===== src/rtl/mult_pkg.sv =====
`default_nettype none
// ============================================================================
// Module   : mult_pkg
// Purpose  : Shared types and constants for the 8x8 sequential multiplier control.
// Revision : 1.0 - initial release
// ============================================================================
package mult_pkg;

    localparam int NUM_STEPS = 4;
    localparam int SEL_W     = 2;
    localparam int STATE_W   = 3;
    localparam int CNT_W     = $clog2(NUM_STEPS);

    typedef enum logic [STATE_W-1:0] {
        ST_IDLE = 3'd0,
        ST_CLR  = 3'd1,
        ST_STEP = 3'd2,
        ST_DONE = 3'd3,
        ST_ERR  = 3'd4
    } state_t;

    localparam logic [SEL_W-1:0] SH_0 = 2'b00;
    localparam logic [SEL_W-1:0] SH_4 = 2'b01;
    localparam logic [SEL_W-1:0] SH_8 = 2'b10;

    // Cross terms (lo*hi, hi*lo) share the <<4 weight; only hi*hi needs <<8.
    function automatic logic [SEL_W-1:0] shift_for_step(input logic [CNT_W-1:0] cnt);
        logic [SEL_W-1:0] sh;
        case (cnt)
            2'd0:    sh = SH_0;
            2'd1:    sh = SH_4;
            2'd2:    sh = SH_4;
            default: sh = SH_8;
        endcase
        return sh;
    endfunction

endpackage : mult_pkg
`default_nettype wire


===== src/rtl/mult_step_counter.sv =====
`default_nettype none
// ============================================================================
// Module   : mult_step_counter
// Purpose  : 2-bit accumulate-step counter; clr has priority over inc.
// Revision : 1.0 - initial release
// ============================================================================
module mult_step_counter
    import mult_pkg::*;
(
    input  logic             clk,
    input  logic             sclr,
    input  logic             clr,
    input  logic             inc,
    output logic [CNT_W-1:0] count
);

    logic [CNT_W-1:0] count_q;
    logic [CNT_W-1:0] count_d;

    always_comb begin
        count_d = count_q;
        if (clr) begin
            count_d = '0;
        end else if (inc) begin
            count_d = count_q + 1'b1;
        end
    end

    always_ff @(posedge clk) begin
        if (sclr) begin
            count_q <= '0;
        end else begin
            count_q <= count_d;
        end
    end

    assign count = count_q;

endmodule : mult_step_counter
`default_nettype wire


===== src/rtl/mult_control.sv =====
`default_nettype none
// ============================================================================
// Module   : mult_control
// Purpose  : Moore control FSM sequencing the 4x4 partial products into the accumulator.
// Revision : 1.0 - initial release
// ============================================================================
module mult_control
    import mult_pkg::*;
(
    input  logic               clk,
    input  logic               sclr,
    input  logic               start,
    output logic [SEL_W-1:0]   input_sel,
    output logic [SEL_W-1:0]   shift_sel,
    output logic               acc_ena,
    output logic               acc_sclr_n,
    output logic               busy,
    output logic               done,
    output logic               err,
    output logic [STATE_W-1:0] state_out
);

    state_t           state_q;
    state_t           state_d;
    logic [CNT_W-1:0] count;
    logic             last_step;
    logic             cnt_clr;
    logic             cnt_inc;

    always_ff @(posedge clk) begin
        if (sclr) begin
            state_q <= ST_IDLE;
        end else begin
            state_q <= state_d;
        end
    end

    assign last_step = (count == CNT_W'(NUM_STEPS - 1));

    always_comb begin
        state_d = ST_IDLE;
        case (state_q)
            ST_IDLE: state_d = start ? ST_CLR : ST_IDLE;
            ST_CLR:  state_d = start ? ST_ERR : ST_STEP;
            ST_STEP: begin
                if (start) begin
                    state_d = ST_ERR;
                end else if (last_step) begin
                    state_d = ST_DONE;
                end else begin
                    state_d = ST_STEP;
                end
            end
            ST_DONE: state_d = start ? ST_CLR : ST_IDLE;
            ST_ERR:  state_d = start ? ST_ERR : ST_IDLE;
            default: state_d = ST_IDLE;
        endcase
    end

    // Clearing on the STEP exit edge keeps the count at zero in every non-STEP cycle,
    // including the first ERR cycle after an aborted step.
    assign cnt_inc = (state_q == ST_STEP);
    assign cnt_clr = !cnt_inc || (state_d != ST_STEP);

    mult_step_counter u_step_counter (
        .clk   (clk),
        .sclr  (sclr),
        .clr   (cnt_clr),
        .inc   (cnt_inc),
        .count (count)
    );

    always_comb begin
        acc_ena    = 1'b0;
        acc_sclr_n = 1'b1;
        input_sel  = '0;
        shift_sel  = SH_0;
        busy       = 1'b0;
        done       = 1'b0;
        err        = 1'b0;
        case (state_q)
            ST_CLR: begin
                acc_ena    = 1'b1;
                acc_sclr_n = 1'b0;
                busy       = 1'b1;
            end
            ST_STEP: begin
                acc_ena   = 1'b1;
                busy      = 1'b1;
                input_sel = count;
                shift_sel = shift_for_step(count);
            end
            ST_DONE: done = 1'b1;
            ST_ERR:  err  = 1'b1;
            default: ;
        endcase
    end

    assign state_out = state_q;

endmodule : mult_control
`default_nettype wire


===== config.mk =====
export PLATFORM = sky130hd
export DESIGN_NAME = mult_control
export DESIGN_NICKNAME = d
export VERILOG_FILES = /design/src/rtl/mult_pkg.sv /design/src/rtl/mult_step_counter.sv /design/src/rtl/mult_control.sv
export SDC_FILE = /design/constraint.sdc
export NUM_CORES = 1
export LEC_CHECK = 0
export ABC_AREA = 1
export BUFFER_PORTS_ARGS = -buffer_cell sky130_fd_sc_hd__buf_2
export CAP_MARGIN = 20
export CORE_AREA = 3 3 40 42
export DETAILED_ROUTE_END_ITERATION = 8
export DIE_AREA = 0 0 43 45
export PLACE_DENSITY_LB_ADDON = 0.05
export SYNTH_ARGS = -nofsm -noshare
export SYNTH_HDL_FRONTEND = slang
export SYNTH_SLANG_ARGS = --single-unit

===== constraint.sdc =====
create_clock -name clk -period 2.7 [get_ports clk]
set_clock_uncertainty 0.05 [all_clocks]
set_input_delay 0.54 -clock clk [delete_from_list [all_inputs] [get_ports clk]]
set_output_delay 0.54 -clock clk [all_outputs]
set_load 0.01 [all_outputs]

==> flow_summary.ini <==
[synth]
ys_seq_area_frac = 0.323
avgSynthCellArea_sq_um = 6.60
yosys.area.top_type = dfxtp_1
synth_top_cell_area_share = 0.323
synth_cell_types = 15
yosys_warnings = 0
ys_ff_latch = 5
synthTopCellsByArea = dfxtp_1, nor2_1, inv_1
syn_inst = 47
synth_area_sq_um = 310
synthesis.nets = 51

[power]
clkPwrFrac = 0.435
p_int_w = 0.000144
p_sw_w = 0.0000518
powerDensity_nw_per_um2 = 468
peakVddDrop_mv = 0.259
swShare = 0.264
p_leak_nw = 0.252
pwr-share-comb = 0.156
seqPwrFrac = 0.409

[cts]
clock_latency_ns = 0.24
post_cts_buffers = 0
clock_path_buffers = 2
cts_resized = 0
cts-buffers-inserted = 3
clkSlewWorstSetupHoldPaths_ns = 0.04
cts-root-buf = clkbuf_4
htree_levels = 1
cts_sinks = 5
cts_tree = done
cts_hold_buf = 0

[sta]
setup_tns_ns = 0
finalSetupViolations = 0
rsz0062_at_grt = no
relSlewSlack = 0.834
worst_slew_pin_slew_ns = 0.249
hold_violations = 0
fin_crit_sh = 0.635
fin_crit_ns = 1.71
slew_viol_final = 0
fin_ws_ns = 0.986
fmax_mhz = 584

[floorplanning]
row_count = 13
die-area_sq_um = 1940
start_util = 0.241
fp.dieW_um = 43
design.core.area_sq_um = 1280
ios = 15
die_y_um = 45

[finish]
mostFrequentLayoutCells = buf_2, nor2_1, inv_1, nand2_1, dfxtp_1
layout_commonest_cell = buf_2
drive_above_1_share = 0.391
finish.utilization = 0.325
diodes = 0
nFillCells = 159
fin_cells = 79
final_area_sq_um = 418
area_delta_synth_final_pct = 34.7
final_net_count = 69

[placed_design]
place_hpwl_um = 569
gp_congestion = 0.617
place_area_sq_um = 392
dp_slack_ns = 1.22
port_buffers = 14
placed_cells = 75

[critical_path]
rr_worst_depth = 4
critPathLaunchType = register
critPathArrivalTime_ns = 1.12
worstSetupEndpointType = output pin
crit_type = register to output pin
cp_data_required_time_ns = 2.11
worstPathMaxFanout = 3

[global_routing]
use_met3 = 0.0279
use_met1 = 0.0964
grt_antenna_before_repair = 0
grt_use_met2 = 0.120
grt.total_usage = 0.0799
grt_pass1_vias = 286
grt.busiest_layer = met2
grt_overflow = 0
grt_pass1_wl_um = 1120
grt_max_degree = 8

[worst_hold_path]
holdPathStages = 1
hp-class = register to register

[routing]
routed_wirelength_um = 659
route.detailed.drc = 0
drt_pass1_iterations = 4
ant_nets = 0
dr_total_vias = 328
vias_per_cell = 4.15
wire_per_inst_um = 8.34
dr.first_iter.drc_count = 3

[run_status]
outcome = finished clean

[flow_run]
maxCapViolCount = 0
power groups by stage:
stage               registers (W)  clock network, W   logic, W
floorplan               0.0000820                 0  0.0000200
global placement        0.0000816                 0  0.0000317
detailed placement      0.0000814                 0  0.0000309
CTS                     0.0000801         0.0000887  0.0000311
global route            0.0000804         0.0000965  0.0000344
finish                  0.0000801         0.0000852  0.0000305
Yosys cell counts:
cell	count
nand4_2	1
nand4_1	1
nor2_1	10
nand2_1	9
a21oi_2	1
dfxtp_1	5
buf_4	1
inv_1	9
and3_1	1
nand3_4	1
nor2_2	1
ha_1	1
nand3_1	2
nand2_2	1
inv_2	3
final cells by class:
cell class                 count  area (sq um)  share of cell area
sequential                     5           100               0.240
tap                           15          18.8              0.0449
multi-input combinational     29           158               0.377
timing repair buffer          14          70.1               0.168
clock buffer                   4          26.3              0.0629
inverter                      12          45.0               0.108
flip-flops by register name, indices dropped and copies added (netlist names):
register / count
state_out: 3
u_step_counter.count: 2
kinds of logic (layout without fill, tap and decap cells):
logic type,after synthesis,in the layout,synth area share
fa+ha+maj,1,1,0.0403
compound gates,1,1,0.0282
flops,5,5,0.323
simple gates,27,27,0.440
buf+inv,13,30,0.169
worst max-delay path, stage by stage (launching register included):
cell and delay, ns:
dfxtp_1 0.32, ha_1 0.29, nand4_1 0.11, inv_1 0.04, buf_2 0.13
final timing paths:
kind | from | end | slack (ns)
min reg2reg | u_step_counter.count[0] | u_step_counter.count[0] | 0.39
max | u_step_counter.count[0] | shift_sel[0] | 0.99
max reg2reg | state_out[0] | state_out[1] | 1.68
min | u_step_counter.count[0] | u_step_counter.count[0] | 0.39
through the flow:
step,power (W),hold WS [ns]
after floorplan,0.000102,0.367
after global placement,0.000113,0.389
after detailed placement,0.000112,0.395
after CTS,0.000200,0.403
after global routing,0.000211,0.428
final,0.000196,0.392
per-layer routing:
| metal | wire length, um | vias up |
|---|---|---|
| met5 | 0 | - |
| met4 | 14 | 0 |
| met3 | 57 | 2 |
| met2 | 290 | 16 |
| met1 | 296 | 135 |
| li1 | - | 175 |
Power figures use the tool's default switching activity.
